`config.mk`:
```
export PLATFORM = sky130hd
export DESIGN_NAME = circuit_1
export DESIGN_NICKNAME = d
export VERILOG_FILES = /design/src/rtl/circuit_1_pkg.sv /design/src/rtl/circuit_1_edge_det.sv /design/src/rtl/circuit_1.sv
export SDC_FILE = /design/constraint.sdc
export NUM_CORES = 1
export LEC_CHECK = 0
export CAP_MARGIN = 20
export CORE_AREA = 8 8 45 47
export CTS_CLUSTER_DIAMETER = 150
export CTS_CLUSTER_SIZE = 8
export DETAILED_ROUTE_END_ITERATION = 8
export DIE_AREA = 0 0 53 55
export HOLD_SLACK_MARGIN = 0.1
export MAX_ROUTING_LAYER = met4
export PLACE_DENSITY_LB_ADDON = 0.2
export SLEW_MARGIN = 20
export SYNTH_ARGS = -nofsm -noshare
export SYNTH_HDL_FRONTEND = slang
export SYNTH_SLANG_ARGS = --single-unit
```
`constraint.sdc`:
```
create_clock -name clock -period 3.05 [get_ports clock]
set_clock_uncertainty 0.05 [all_clocks]
set_input_delay 0.305 -clock clock [delete_from_list [all_inputs] [get_ports clock]]
set_output_delay 0.305 -clock clock [all_outputs]
set_load 0.01 [all_outputs]
```
`src/rtl/circuit_1_pkg.sv`:
```
// circuit_1_pkg: shared defaults and saturating-increment helper for circuit_1
package circuit_1_pkg;

    localparam int RUN_LEN_DEF = 3;
    localparam int CNT_W_DEF   = 8;

    // Next run count for a high sample: cnt+1, clamped at lim
    function automatic int unsigned sat_inc(input int unsigned cnt, input int unsigned lim);
        return (cnt >= lim) ? lim : cnt + 1;
    endfunction

endpackage

```
`src/rtl/circuit_1_edge_det.sv`:
```
// circuit_1_edge_det: registered edge pulse of i_a; CIRCUIT_1_BOTH_EDGES_EN selects both-edge pulses
module circuit_1_edge_det (
    input  logic i_clock,
    input  logic i_nreset,
    input  logic i_a,
    output logic o_c
);

    logic r_a_q;
    logic r_c;
    logic w_c_nxt;

`ifdef CIRCUIT_1_BOTH_EDGES_EN
    assign w_c_nxt = i_a ^ r_a_q;
`else
    assign w_c_nxt = i_a & ~r_a_q;
`endif

    // Track the previous sample and register the edge pulse; reset wins
    always_ff @(posedge i_clock) begin
        if (i_nreset) begin
            r_a_q <= 1'b0;
            r_c   <= 1'b0;
        end else begin
            r_a_q <= i_a;
            r_c   <= w_c_nxt;
        end
    end

    assign o_c = r_c;

endmodule

```
`src/rtl/circuit_1.sv`:
```
// circuit_1: debounce level b (RUN_LEN high samples) and edge pulse c of input a; option CIRCUIT_1_BOTH_EDGES_EN
module circuit_1
    import circuit_1_pkg::*;
#(
    parameter int RUN_LEN = RUN_LEN_DEF,
    parameter int CNT_W   = CNT_W_DEF
) (
    input  logic clock,
    input  logic nReset,
    input  logic a,
    output logic b,
    output logic c
);

    logic [CNT_W-1:0] r_cnt;
    logic             r_b;
    logic [CNT_W:0]   w_cnt_inc;
    logic [CNT_W-1:0] w_cnt_nxt;
    logic             w_b_nxt;

    // One extra bit keeps cnt+1 from wrapping when cnt is at its maximum
    assign w_cnt_inc = {1'b0, r_cnt} + {{CNT_W{1'b0}}, 1'b1};
    assign w_cnt_nxt = a ? CNT_W'(sat_inc(32'(r_cnt), RUN_LEN)) : '0;
    assign w_b_nxt   = a & (w_cnt_inc >= (CNT_W+1)'(RUN_LEN));

    // Saturating run counter and qualified level; reset wins
    always_ff @(posedge clock) begin
        if (nReset) begin
            r_cnt <= '0;
            r_b   <= 1'b0;
        end else begin
            r_cnt <= w_cnt_nxt;
            r_b   <= w_b_nxt;
        end
    end

    assign b = r_b;

    circuit_1_edge_det u_edge_det (
        .i_clock  (clock),
        .i_nreset (nReset),
        .i_a      (a),
        .o_c      (c)
    );

endmodule

```
# --- Word level (Yosys, flattened, before mapping) ---
# Index checks and enable logic that the tools add are counted.
classes:
  n_addsub: 2
  order_cmp: 2
  muxes: 1
  bitwise_logic: 4
  n_reduce_logical: 2
ops:
  columns: ["operator", "n"]
  rows:
  - ["adder 8 x 1 -> 9 bit, second input constant", 1]
  - ["greater-or-equal comparator 9 x 2 -> 1 bit, second input constant", 1]
  - ["adder 8 x 1 -> 8 bit, second input constant", 1]
  - ["greater-or-equal comparator 8 x 2 -> 1 bit, second input constant", 1]
  - ["OR reduction 3 bit", 1]
  - ["bitwise AND 1 bit", 2]
  - ["two-way mux 2 bit", 1]
  - ["NOT 1 bit", 2]
  - ["OR reduction 2 bit", 1]
word_totals:
  ff_bits: 11
  inputBits: 3
  word_cells: 16

# --- Longest topological paths before layout ---
# Gate-level depths: netlist of the first run.
logic_depth:
  depth_word: 3
  mapped_depth: 5
  depth_no_buf: 5

# --- Hierarchy ---
# A second synthesis of the first run with hierarchy kept.
hier_totals:
  hier_cells: 44
  hier_area_um2: 461.7
by_module_without_submodules:
  columns: ["mod", "n_inst", "cells_per_inst", "area_per_inst_um2", "seq_area_each_um2"]
  rows:
  - ["circuit_1", 1, 40, 402.9, 180.2]
  - ["circuit_1_edge_det", 1, 4, 58.8, 40.0]

# --- Worst setup path before layout of the first run ---
# OpenSTA, ideal clock, no wires.
synth_path:
  kind: "register -> register"
  from: "reg r_cnt[3]"
  to: "reg r_b, in the netlist b"
  setup_time_ns: 0.120
  t_arrival_ns: 1.356
  slack_ns: 1.524
  path_stages_with_launch: 4
  path_buffers: 0
  synth_period_minus_slack_ns: 1.526
  cell_sequence: "dfxtp_1 > or4_4 > or3_1 > o31a_1"
synth_via:
  elab_chain_len: 3
synth_lines:
  columns: ["element", "line_no", "source"]
  rows:
  - ["start: declaration", "circuit_1.sv:15", "logic [CNT_W-1:0] r_cnt;"]
  - ["start signal: assignment", "circuit_1.sv:32", "r_cnt <= w_cnt_nxt;"]
  - ["adder 8 x 1 -> 9 bit", "circuit_1.sv:22", "assign w_cnt_inc = {1'b0, r_cnt} + {{CNT_W{1'b0}}, 1'b1};"]
  - ["greater-or-equal comparator 9 x 2 -> 1 bit", "circuit_1.sv:24", "assign w_b_nxt = a & (w_cnt_inc >= (CNT_W+1)'(RUN_LEN));"]
  - ["bitwise AND 1 bit", "circuit_1.sv:24", null]
  - ["end signal: assignment", "circuit_1.sv:33", "r_b <= w_b_nxt;"]
  - ["end: declaration", "circuit_1.sv:16", "logic r_b;"]
# No other way between the ends.
# A chain may end at the register's enable or synchronous reset.

# --- Worst setup path after layout of the first run ---
# Same ends and word-level chain as after synthesis.

==> metrics, run 1 <==
status finished, final reports clean; post-synth top area share 66.4%; Post-Route WL ~460 um; largest family of logic cells by synthesized area simple AND/OR/NAND/NOR gates; final slew viol count 0; Tot GR Track Use approximately 4.4%; Max Cap Viol 0; RSZ-0062 raised after global routing no; largest net degree at the start of global routing 8; DR WL/cell roughly 7.9 um; startpoint types flip-flop; GPL Wtd Cong about 0.74; CP Capture Type flip-flop; initial antenna violation count 0; DRC Markers 0; number of diodes 0; Total Negative Setup Slacks 0 ns; Die Y about 55 um; die area 2920 um2; Post-CTS Setup Repair Bufs 0; Post-DRT Antenna Nets 0; clk buf depth 2; detailed placement HPWL 377 um; required time worst endpoint around 3.2 ns; mux cell area share after synthesis 0%; Max VDD drop around 230 uV; Final period util 51.1%; Post-Syn Area 332 um2; Fill cells ~150; hold buffer count at cts 0; Area Overhead vs Synth 32.1%; final hold slack 0.335 ns; Die X around 53 um; Yosys cell types 13; Critical path origin r_cnt[3]; IO Count 5; Mapped Cells 29; biggest area consumer among synthesized cells dfxtp_1; Hold Path Class flip-flop to flip-flop; core footprint roughly 1400 um2; Vias roughly 210; post_cts resized 0; Avg Inst Size Synth about 11 um2; yosys warns 0; Post-Synth XOR/XNOR Area 0%; first-pass GRT wire length 814 um; drt first pass iters 1; post-synthesis sequential area ratio between 60% and 70%; Clock Latency Late Sink ~0.26 ns; Overflow after GRT 0; FP Rows 14; Synth Register Bits 11; Adder-Cell Fraction of Synth Area 7.55%; top post-synthesis cells by area dfxtp_1 66%, ha_1 7.5%, a21oi_1 4.5%, nor2_1 3.4%, or4_4 3.4%; layout cell share with drive strength beyond 1 between 10% and 20%; initial DRC count 0; fraction of the mapped netlist area in simple logic gates between 10% and 20%; CP arrival 1.66 ns; via count of the first global-routing pass about 230; Root Buffer clkbuf_4; Final Setup Violations 0; hold-critical path depth 1; CP Max Fanout 2; leakage ~0.2 nW; RR Startpoint r_cnt[3]; r2r setup slk around 1.5 ns; CTS tree yes; total clock sinks 11; H-tree depth 1; vias per inst about 3.7; IO buf count 4; min Tclk post-route 1.56 ns; Inserted Clock Buffers 3; Final #Nets 48; compound-cell area share of the yosys netlist roughly 7.2%; pwr dens 604 nW/um2; Final Hold Viols 0; fmax ~640 MHz; CTS clk-pin slew, worst paths roughly 0.070 ns; Hold Crit Start u_edge_det.r_a_q; crit path kind flip-flop to flip-flop; cells on worst reg2reg path 3; Initial Utilization a little under a quarter
==> cell families after synthesis <==
family,Yosys count
flip-flops,11
AND/OR/NAND/NOR,9
AO/OA/AOI/OAI,4
buffers and inverters,2
adder cells (fa/ha/maj),2
other,1
==> critical path, cell delays in order (launching register included) <==
cell and delay [ns]:
dfxtp_1 0.30, or4_4 0.52, or3_1 0.35, o31a_1 0.24
==> cell type report <==
cell class	instances	area (um2)	area share [%]
tap	16	20.0	4.57
inverter	2	7.51	1.71
clock inverter	1	5.00	1.14
clock buffer	3	22.5	5.14
timing repair buffer	4	40.0	9.14
multi-input combinational	21	123	28.0
sequential	11	220	50.3
==> power by group <==
part           leakage [nW]  switching [W]  internal, W
registers            0.0923     0.00000349     0.000151
logic                0.0873     0.00000633   0.00000837
clock network        0.0177      0.0000466    0.0000484
total                 0.197      0.0000564     0.000208
==> registers in the layout, indices dropped and copies added, names as in the netlist <==
signal,flops
u_edge_det.r_a_q,1
r_cnt,8
b,1
u_edge_det.o_c,1
==> metrics by stage <==
stage | setup WS (ns) | power (W) | area, um2 | std cells | util, %
4_1_cts | 1.49 | 0.000269 | 438 | 58 | 31.6
2_1_floorplan | 1.52 | 0.000165 | 350 | 34 | -
5_1_grt | 1.44 | 0.000281 | 438 | 58 | 31.6
3_5_place_dp | 1.49 | 0.000173 | 410 | 54 | 29.7
3_3_place_gp | 1.50 | 0.000172 | 410 | 54 | 29.7
6_report | 1.49 | 0.000265 | 438 | 58 | 31.6
==> metal layers <==
| layer | vias to the layer above | global-route usage [%] | routed length [um] |
|---|---|---|---|
| met5 | - | - | 0 |
| li1 | 116 | - | - |
| met2 | 3 | 6.25 | 244 |
| met1 | 94 | 3.53 | 174 |
| met4 | 0 | 3.88 | 0 |
| met3 | 0 | 3.48 | 38 |
==> Yosys cell counts <==
master / instances
nand2b_1: 1
inv_1: 2
nor4_1: 1
nand2_1: 1
dfxtp_1: 11
or4_4: 1
nor2_1: 3
or3_1: 1
a21oi_1: 3
and2_1: 1
o31a_1: 1
ha_1: 2
conb_1: 1
==> path summary, 6_finish.rpt <==
path | to
max reg2reg | b
max | b
min | u_edge_det.o_c
min reg2reg | u_edge_det.o_c
==> placed cells by master (no fill, tap or decap) <==
cell type	Yosys	final
a21oi_1	3	3
and2_1	1	1
clkbuf_4	0	3
clkdlybuf4s50_1	0	4
clkinv_2	0	1
conb_1	1	6
dfxtp_1	11	11
ha_1	2	2
inv_1	2	2
nand2_1	1	1
nand2b_1	1	1
nor2_1	3	3
nor4_1	1	1
o31a_1	1	1
or3_1	1	1
or4_4	1	1
No activity file was read; power rests on OpenSTA's default activity.
==> inputs of run 2 (changes only) <==
==> constraint.sdc (replaced) <==
create_clock -name clock -period 1.6 [get_ports clock]
set_clock_uncertainty 0.05 [all_clocks]
set_input_delay 0.16 -clock clock [delete_from_list [all_inputs] [get_ports clock]]
set_output_delay 0.16 -clock clock [all_outputs]
set_load 0.01 [all_outputs]
==> run 2 against run 1 <==
  * Via count grew 0.94%
  * Worst hold slack gained 0.0036 ns
  * Cell area is 0.29% lower
  * Non-clock buffer count stayed put
==> metrics, run 2 (synthesis gave the netlist of run 1 again) <==
CTS clk-pin slew, worst paths 0.06 ns; IO Count 5; Net Sw Frac about a fifth; slowest stage delay, CP between 0.5 and 0.6 ns; core footprint around 1400 um2; post_cts resized 0; Largest Register r_cnt; CP Max Fanout 2; H-tree depth 1; cell family with most CP delay simple AND/OR/NAND/NOR gates; Initial Utilization approximately a quarter; Final #Nets 48; Max Cap Viol 0; GPL Wtd Cong 0.668; RSZ-0062 raised after global routing yes; Critical Path, Cell by Cell or4_4 > or3_1 > o31a_1; Clock Latency Late Sink 0.26 ns; die area between 2000 and 3000 um2; largest net degree at the start of global routing 7; first-pass GRT wire length roughly 890 um; total net switching power approximately 0.000096 W; Root Buffer clkbuf_4; hold buffer count at cts 0; Vias roughly 220; Total Negative Setup Slacks 0 ns; Final period util 97.8%; drt first pass iters 3; vias per inst approximately 3.7; initial DRC count 1; crit path kind flip-flop to flip-flop; via count of the first global-routing pass 244; Hold Path Class flip-flop to flip-flop; Tot GR Track Use 4.64%; Final Setup Violations 0; DR WL/cell between 7 and 8 um; Die X approximately 53 um; Post-CTS Setup Repair Bufs 0; fmax ~640 MHz; FP Rows 14; placed cell areas around 410 um2; IO buf count 4; r2r setup slk roughly 0.035 ns; Post-DRT Antenna Nets 0; DRC Markers 0; Clock Power Share a little over a third; Flop pwr share around 60%; max reg flops 8; CP Capture Type flip-flop; share of power burned in combinational logic under 10%; most frequent cells in the layout 11 x dfxtp_1, 6 x conb_1, 4 x clkdlybuf4s50_1; Area Overhead vs Synth 31.7%; min Tclk post-route roughly 1.6 ns; final slew viol count 0; initial antenna violation count 0; critical-path cell with the highest stage delay or4_4; required time worst endpoint 1.70 ns; Overflow after GRT 0; Inserted Clock Buffers 3; leakage between 0.15 and 0.2 nW; Die Y approximately 55 um; layout cell share with drive strength beyond 1 a little under a tenth; CP arrival 1.66 ns; status finished, final reports clean; most common cell after layout, fill and taps aside dfxtp_1; CTS tree yes; pwr dens around 1100 nW/um2; buffers and inverters on the worst path 0; internal power roughly 0.00040 W; number of diodes 0; clk buf depth 2; Max VDD drop 539 uV; startpoint types flip-flop; total clock sinks 11; Post-Route WL about 430 um; Fill cells ~150; Final Hold Viols 0; final instance area 437 um2
==> run 2: cell count changes in the layout (fill, tap and decap cells not counted), sizes merged <==
cell    previous run  this run
clkbuf             3         4
clkinv             1         0
==> run 2: per-stage QoR <==
step	total power [W]	hold slack (ns)	util, %	instances	worst slack, ns
after floorplan	0.000315	0.285	-	34	0.0744
after global placement	0.000329	0.323	29.7	54	0.0485
after detailed placement	0.000330	0.331	29.7	54	0.0395
after CTS	0.000507	0.339	31.6	58	0.0234
after global routing	0.000529	0.358	31.6	58	-0.0317
final	0.000497	0.339	31.6	58	0.0350
==> run 2: layout make-up <==
| cell class | count | area [um2] | area share (%) |
|---|---|---|---|
| flip-flops and latches | 11 | 220 | 50.4 |
| multi-input cells | 21 | 123 | 28.1 |
| repair buffers | 4 | 40.0 | 9.17 |
| clock buffers | 4 | 26.3 | 6.02 |
| well taps | 16 | 20.0 | 4.58 |
| inverters | 2 | 7.51 | 1.72 |
==> run 2: power by group through the flow <==
stage,clock network (W),logic (W),registers (W)
floorplan,0,0.0000135,0.000302
global placement,0,0.0000273,0.000301
detailed placement,0,0.0000280,0.000302
CTS,0.000184,0.0000281,0.000295
global route,0.000199,0.0000327,0.000298
finish,0.000174,0.0000276,0.000295
==> run 2: path summary, 6_finish.rpt <==
| check | from | end | cells past startpoint |
|---|---|---|---|
| min reg2reg | u_edge_det.r_a_q | u_edge_det.o_c | 1 |
| max reg2reg | r_cnt[3] | b | 3 |
| min | u_edge_det.r_a_q | u_edge_det.o_c | 1 |
| max | r_cnt[3] | b | 3 |
==> run 2: layer usage <==
metal	share of wire (%)	GRT usage, %	vias to the layer above
li1	-	-	116
met1	34	3.08	93
met2	53	7.42	6
met3	13	4.81	0
met4	0	2.59	0
met5	0	-	-
